--- src/rtl/div_radix2_axis_if.sv ---
// Operand and result channels of the radix-2 divider.
// The slave view belongs to the divider; the master view belongs to the ALU side.
interface div_radix2_axis_if;
  logic        s_axis_divisor_tvalid;
  logic        s_axis_divisor_tready;
  logic [31:0] s_axis_divisor_tdata;
  logic        s_axis_dividend_tvalid;
  logic        s_axis_dividend_tready;
  logic [31:0] s_axis_dividend_tdata;
  logic        m_axis_dout_tvalid;
  logic [63:0] m_axis_dout_tdata;

  modport slave (
    input  s_axis_divisor_tvalid, s_axis_divisor_tdata,
    input  s_axis_dividend_tvalid, s_axis_dividend_tdata,
    output s_axis_divisor_tready, s_axis_dividend_tready,
    output m_axis_dout_tvalid, m_axis_dout_tdata
  );

  modport master (
    output s_axis_divisor_tvalid, s_axis_divisor_tdata,
    output s_axis_dividend_tvalid, s_axis_dividend_tdata,
    input  s_axis_divisor_tready, s_axis_dividend_tready,
    input  m_axis_dout_tvalid, m_axis_dout_tdata
  );
endinterface

--- src/rtl/div_radix2_axis.sv ---
// Iterative 32-bit radix-2 restoring divider, result {quotient, remainder}.
//
// state | meaning
// IDLE  | both operand channels ready
// WAIT  | one operand captured, waiting for the other
// BUSY  | 32 restoring iterations, one quotient bit per edge
// DONE  | result strobe cycle, nothing accepted
module div_radix2_axis #(
  parameter bit SIGNED = 1'b1
) (
  input  logic             clk,
  input  logic             resetn,
  div_radix2_axis_if.slave bus
);

  typedef enum logic [1:0] {IDLE, WAIT, BUSY, DONE} state_t;

  state_t      state;
  logic [31:0] dvd_hold, dvs_hold;
  logic [31:0] rem, quo, dvs_mag;
  logic [5:0]  cnt;
  logic        dvd_neg, dvs_neg;

  logic        xfer_dvd, xfer_dvs;
  logic [31:0] dvd_in, dvs_in;
  logic        dvd_in_neg, dvs_in_neg;
  logic [32:0] rem_sh, diff;
  logic        borrow;
  logic [31:0] rem_nxt, quo_nxt, quo_fix, rem_fix;

  // Transfer qualifiers and operand selection: a channel transferring now wins over the held copy
  always_comb begin
    xfer_dvd   = bus.s_axis_dividend_tvalid & bus.s_axis_dividend_tready;
    xfer_dvs   = bus.s_axis_divisor_tvalid & bus.s_axis_divisor_tready;
    dvd_in     = xfer_dvd ? bus.s_axis_dividend_tdata : dvd_hold;
    dvs_in     = xfer_dvs ? bus.s_axis_divisor_tdata : dvs_hold;
    dvd_in_neg = SIGNED && dvd_in[31];
    dvs_in_neg = SIGNED && dvs_in[31];
  end

  // One restoring step plus the sign fix-up applied to the final step's result
  always_comb begin
    rem_sh  = {rem, quo[31]};
    diff    = rem_sh - {1'b0, dvs_mag};
    // A set top bit of the shifted remainder means it already exceeds any 32-bit divisor
    borrow  = diff[32] & ~rem_sh[32];
    rem_nxt = borrow ? rem_sh[31:0] : diff[31:0];
    quo_nxt = {quo[30:0], ~borrow};
    quo_fix = (dvd_neg ^ dvs_neg) ? -quo_nxt : quo_nxt;
    rem_fix = dvd_neg ? -rem_nxt : rem_nxt;
  end

  // Handshake FSM, iteration datapath and registered outputs
  always_ff @(posedge clk) begin
    if (!resetn) begin
      state                      <= IDLE;
      bus.s_axis_dividend_tready <= 1'b0;
      bus.s_axis_divisor_tready  <= 1'b0;
      bus.m_axis_dout_tvalid     <= 1'b0;
      bus.m_axis_dout_tdata      <= '0;
      dvd_hold                   <= '0;
      dvs_hold                   <= '0;
      rem                        <= '0;
      quo                        <= '0;
      dvs_mag                    <= '0;
      cnt                        <= '0;
      dvd_neg                    <= 1'b0;
      dvs_neg                    <= 1'b0;
    end else begin
      bus.m_axis_dout_tvalid <= 1'b0;
      if (xfer_dvd) dvd_hold <= bus.s_axis_dividend_tdata;
      if (xfer_dvs) dvs_hold <= bus.s_axis_divisor_tdata;

      unique case (state)
        IDLE, WAIT: begin
          if (state == IDLE) begin
            bus.s_axis_dividend_tready <= 1'b1;
            bus.s_axis_divisor_tready  <= 1'b1;
          end
          if ((xfer_dvd || state == WAIT) && (xfer_dvs || state == WAIT) &&
              (xfer_dvd || xfer_dvs)) begin
            // Second operand has arrived: load magnitudes and start iterating
            bus.s_axis_dividend_tready <= 1'b0;
            bus.s_axis_divisor_tready  <= 1'b0;
            dvd_neg <= dvd_in_neg;
            dvs_neg <= dvs_in_neg;
            quo     <= dvd_in_neg ? -dvd_in : dvd_in;
            dvs_mag <= dvs_in_neg ? -dvs_in : dvs_in;
            rem     <= '0;
            cnt     <= 6'd31;
            state   <= BUSY;
          end else if (xfer_dvd) begin
            bus.s_axis_dividend_tready <= 1'b0;
            state                      <= WAIT;
          end else if (xfer_dvs) begin
            bus.s_axis_divisor_tready <= 1'b0;
            state                     <= WAIT;
          end
        end
        BUSY: begin
          rem <= rem_nxt;
          quo <= quo_nxt;
          cnt <= cnt - 6'd1;
          if (cnt == 6'd0) begin
            bus.m_axis_dout_tdata  <= {quo_fix, rem_fix};
            bus.m_axis_dout_tvalid <= 1'b1;
            state                  <= DONE;
          end
        end
        DONE: begin
          bus.s_axis_dividend_tready <= 1'b1;
          bus.s_axis_divisor_tready  <= 1'b1;
          state                      <= IDLE;
        end
        default: state <= IDLE;
      endcase
    end
  end

endmodule

--- src/flat_wrapper.sv ---
// flat-port wrapper written by rule: the top's interface ports become plain ports
module div_radix2_axis_flat 
#(
  parameter bit SIGNED = 1'b1
)
  (clk, resetn, bus_s_axis_divisor_tvalid, bus_s_axis_divisor_tdata, bus_s_axis_dividend_tvalid, bus_s_axis_dividend_tdata, bus_s_axis_divisor_tready, bus_s_axis_dividend_tready, bus_m_axis_dout_tvalid, bus_m_axis_dout_tdata);
  div_radix2_axis_if bus_i ();
  input  logic clk;
  input  logic resetn;
  input wire logic [$bits(bus_i.s_axis_divisor_tvalid)-1:0] bus_s_axis_divisor_tvalid;
  input wire logic [$bits(bus_i.s_axis_divisor_tdata)-1:0] bus_s_axis_divisor_tdata;
  input wire logic [$bits(bus_i.s_axis_dividend_tvalid)-1:0] bus_s_axis_dividend_tvalid;
  input wire logic [$bits(bus_i.s_axis_dividend_tdata)-1:0] bus_s_axis_dividend_tdata;
  output wire logic [$bits(bus_i.s_axis_divisor_tready)-1:0] bus_s_axis_divisor_tready;
  output wire logic [$bits(bus_i.s_axis_dividend_tready)-1:0] bus_s_axis_dividend_tready;
  output wire logic [$bits(bus_i.m_axis_dout_tvalid)-1:0] bus_m_axis_dout_tvalid;
  output wire logic [$bits(bus_i.m_axis_dout_tdata)-1:0] bus_m_axis_dout_tdata;
  assign bus_i.s_axis_divisor_tvalid = bus_s_axis_divisor_tvalid;
  assign bus_i.s_axis_divisor_tdata = bus_s_axis_divisor_tdata;
  assign bus_i.s_axis_dividend_tvalid = bus_s_axis_dividend_tvalid;
  assign bus_i.s_axis_dividend_tdata = bus_s_axis_dividend_tdata;
  assign bus_s_axis_divisor_tready = bus_i.s_axis_divisor_tready;
  assign bus_s_axis_dividend_tready = bus_i.s_axis_dividend_tready;
  assign bus_m_axis_dout_tvalid = bus_i.m_axis_dout_tvalid;
  assign bus_m_axis_dout_tdata = bus_i.m_axis_dout_tdata;
  div_radix2_axis #(.SIGNED(SIGNED)) u_core (.clk(clk), .resetn(resetn), .bus(bus_i));
endmodule
--- config.mk ---
export PLATFORM = sky130hd
export DESIGN_NAME = div_radix2_axis_flat
export DESIGN_NICKNAME = d
export VERILOG_FILES = /design/src/rtl/div_radix2_axis_if.sv /design/src/rtl/div_radix2_axis.sv /design/src/flat_wrapper.sv
export SDC_FILE = /design/constraint.sdc
export NUM_CORES = 1
export LEC_CHECK = 0
export BUFFER_PORTS_ARGS = -buffer_cell sky130_fd_sc_hd__buf_2
export CORE_MARGIN = 2
export CORE_UTILIZATION = 45
export DETAILED_ROUTE_END_ITERATION = 8
export PLACE_DENSITY = 0.73
export SLEW_MARGIN = 20
export SYNTH_ARGS = -nofsm -noshare
export SYNTH_HDL_FRONTEND = slang
export SYNTH_SLANG_ARGS = --single-unit
--- constraint.sdc ---
create_clock -name clk -period 7.1 [get_ports clk]
set_clock_uncertainty 0.2 [all_clocks]
set_input_delay 1.42 -clock clk [delete_from_list [all_inputs] [get_ports clk]]
set_output_delay 1.42 -clock clk [all_outputs]
set_load 0.05 [all_outputs]
==> summary.txt <==
Outcome - completed
Via Count - 13900
Final cycle utilization of the critical path - 77.0%
Width of the die - 181 µm
Area Growth Syn to Fin - 12.3%
Clock buffer depth - 3
Synth cell count leaders - nor2_1, dfxtp_1, nand2_1
Clk sinks - 237
Worst-Margin Slew - 1.01 ns
Fin crit period - 5.47 ns
Final antenna-violating net count - 0
Cell accounting for the most synthesized area - dfxtp_1
FF-to-FF setup slack - 1.63 ns
Final hold violations - 0
Routability congestion estimate from global placement - 0.916
Initial drt markers - 1536
Clock-pin slew on the worst setup and hold paths - 0.06 ns
Synth warn - 0
CP cell instances - inv_1, ha_1, fa_1, nor2b_1, o31ai_1, a2111o_1, o211a_2, o21ai_4, buf_4, inv_2, a211oi_1, o21ai_1, nor3_1, inv_1, o311ai_0, o311ai_1
Ratio of cells with drive above 1 in the final layout - 11.2%
CP Class - flop to flop
Port Buffers - 134
Worst slew margin - 32.3%
HPWL after DPL - 31000 µm
Initial Utilization - 45.9%
Min-Delay Startpoint - u_core.bus.m_axis_dout_tdata[5]$_SDFFE_PN0P_
Ys async rst share - 0%
Top delay family on crit path - compound AO/OA/AOI/OAI gates
Vias in the first global route - 12800
Hold Path Class - flop to flop
RSZ-0062 raised after global routing - no
Area contributors post-synth - dfxtp_1, nor2_1, nand2_1, a21oi_1, mux2i_1
Arr. time, crit path - 5.66 ns
Wire per inst - 18.2 µm
TNS Setup - 0 ns
Post-CTS resize count - 0
TritonRoute pass-1 iters - 6
Pins Over Slew Limit - 0
Synthesized Nets - 1972
Die area - 0.0327 mm²
CTS tree - built
Yosys top cell area share - 33.7%
Row Count - 64
Worst R2R Start - u_core.quo[31]$_SDFFE_PN0P_
Reg-to-reg critical path endpoint - u_core.bus.m_axis_dout_tdata[30]$_SDFFE_PN0P_
Setup crit start kind - flop
Worst skew pair latency - 0.57 ns
R2R depth - 16
Post-Syn Area per Cell - 7.55 µm²
# DRC - 0
# Max-Cap Violations - 0
Gr usage total - 25.4%
Hold Crit Depth - 2
CTS Hold Bufs - 0
Post-synth EDFFs - 0
Final nets - 2028
Synth cell types - 80
Largest net degree at the start of global routing - 116
FILL cells - 3000
Routed wire length - 42500 µm
Req. time, crit path - 7.30 ns
Mapped Cells - 1865
Mean number of vias per cell - 5.94
Main flop type after synthesis - dfxtp_1
Die height - 181 µm
Final setup fails - 0
Mapped Area - 0.0141 mm²
Antenna diodes - 0
Max incr delay on CP - 0.53 ns
Slowest cell on crit path - buf_4
Setup bufs post-CTS - 0
Num CTS Buffers - 28
First-pass GRT wire length - 68900 µm
H-tree Lvls - 1
Antenna violations before repair - 0
Crit-path max FO - 52
Core area - 0.0307 mm²
Most frequent cell after synthesis - nor2_1
Overflow left after global routing - 0
Worst path bufs/invs - 4
Register area share after synthesis - 33.7%
Io pins - 135
Hold path endpoint - u_core.bus.m_axis_dout_tdata[5]$_SDFFE_PN0P_
Setup crit end kind - flop
FMAX - 183 MHz
Seq cells post-synth - 237
CTS Root Cell - clkbuf_16
Critical Path Most Common Cell - inv_1
[cell type report]
type	instances	area, µm²	share of cell area [%]
Multi-Input combinational cell	1443	8670	54.8
Sequential cell	237	4740	30.0
Timing Repair Buffer	148	779	4.93
Clock buffer	38	778	4.92
Tap cell	396	495	3.13
Inverter	63	241	1.53
Clock inverter	12	101	0.641
[worst min-delay path, delay by kind of cell, from the launching register on]
kind	cells	cell delay (ns)
flops	1	0.30
simple gates	1	0.05
compound gates	1	0.05
[per-layer routing]
| metal | vias to the layer above | global-route usage, % | share of wire, % |
|---|---|---|---|
| li1 | 6726 | - | - |
| met1 | 6536 | 37.9 | 47 |
| met2 | 552 | 39.1 | 44 |
| met3 | 57 | 3.41 | 8.1 |
| met4 | 0 | 4.84 | 1.6 |
| met5 | - | 0 | 0 |
[worst max path at each step]
stage | cells past startpoint | endpoint | from | slack [ns]
final | 16 | u_core.bus.m_axis_dout_tdata[30]$_SDFFE_PN0P_ | u_core.quo[31]$_SDFFE_PN0P_ | 1.63
after global routing | 16 | u_core.bus.m_axis_dout_tdata[28]$_SDFFE_PN0P_ | u_core.quo[31]$_SDFFE_PN0P_ | 1.30
after CTS | 16 | u_core.bus.m_axis_dout_tdata[28]$_SDFFE_PN0P_ | u_core.quo[31]$_SDFFE_PN0P_ | 1.73
after detailed placement | 14 | u_core.dvs_mag[30]$_SDFFE_PN0P_ | bus_s_axis_divisor_tvalid | 1.61
after global placement | 14 | u_core.dvs_mag[30]$_SDFFE_PN0P_ | bus_s_axis_divisor_tvalid | 1.72
after floorplan | 17 | u_core.dvs_mag[30]$_SDFFE_PN0P_ | bus_s_axis_divisor_tvalid | 1.51
[registers in the layout (all words and copies together), names as in the netlist, 2 cells and up]
signal,flops
u_core.quo,32
u_core.cnt,6
u_core.dvd_hold,32
u_core.state,2
u_core.rem,32
u_core.dvs_hold,32
u_core.bus.m_axis_dout_tdata,64
u_core.dvs_mag,32
[cell usage in the layout (no fill, tap or decap), drive strengths merged, types with 3 or more instances in the layout]
| master | Yosys | final |
|---|---|---|
| nor3 | 54 | 54 |
| xor2 | 43 | 43 |
| a21boi | 6 | 6 |
| inv | 62 | 62 |
| or2 | 3 | 3 |
| clkbuf | 93 | 38 |
| a21oi | 149 | 149 |
| o211ai | 18 | 18 |
| dfxtp | 237 | 237 |
| nor2b | 8 | 8 |
| or4 | 6 | 6 |
| nand3 | 39 | 39 |
| nand4b | 3 | 3 |
| o21ai | 106 | 106 |
| o311ai | 4 | 4 |
| nand4 | 18 | 18 |
| clkinv | 1 | 10 |
| nor2 | 289 | 289 |
| a211oi | 51 | 51 |
| nand2b | 9 | 9 |
| a211o | 8 | 8 |
| o221ai | 4 | 4 |
| o211a | 5 | 5 |
| and2 | 12 | 12 |
| o21a | 8 | 8 |
| xnor2 | 74 | 74 |
| a221oi | 4 | 4 |
| o41ai | 9 | 9 |
| or3 | 33 | 33 |
| a311oi | 28 | 28 |
| a31oi | 46 | 46 |
| a21o | 6 | 6 |
| o31ai | 13 | 13 |
| nor4 | 16 | 16 |
| mux2i | 73 | 73 |
| buf | 29 | 148 |
| ha | 38 | 38 |
| nand2 | 208 | 208 |
| and3 | 18 | 18 |
[logic make-up (layout without fill, tap and decap cells)]
logic type | count (synthesis) | count (layout) | synth area share, %
buffers and inverters | 185 | 261 | 5.18
AOI/OAI and AO/OA | 490 | 490 | 22.3
xor gates and xnor gates | 117 | 117 | 7.28
muxes | 73 | 73 | 5.19
adders and majority gates | 39 | 39 | 3.52
and+or+nand+nor | 724 | 724 | 22.8
DFF | 237 | 237 | 33.7
[metrics by stage]
step / setup slack (ns) / hold WS (ns) / instance area, µm² / instances / utilization (%)
3_5_place_dp: 1.61 / 0.246 / 14900 / 2287 / 48.6
4_1_cts: 1.73 / 0.253 / 15800 / 2337 / 51.5
3_3_place_gp: 1.72 / 0.237 / 14900 / 2287 / 48.6
6_report: 1.63 / 0.249 / 15800 / 2337 / 51.5
5_1_grt: 1.30 / 0.271 / 15800 / 2337 / 51.5
2_1_floorplan: 1.51 / 0.232 / 14100 / 1865 / -
Power is left out: the tool's default activity adds up to more than one toggle a clock period on the data nets, which glitch-free logic cannot reach.
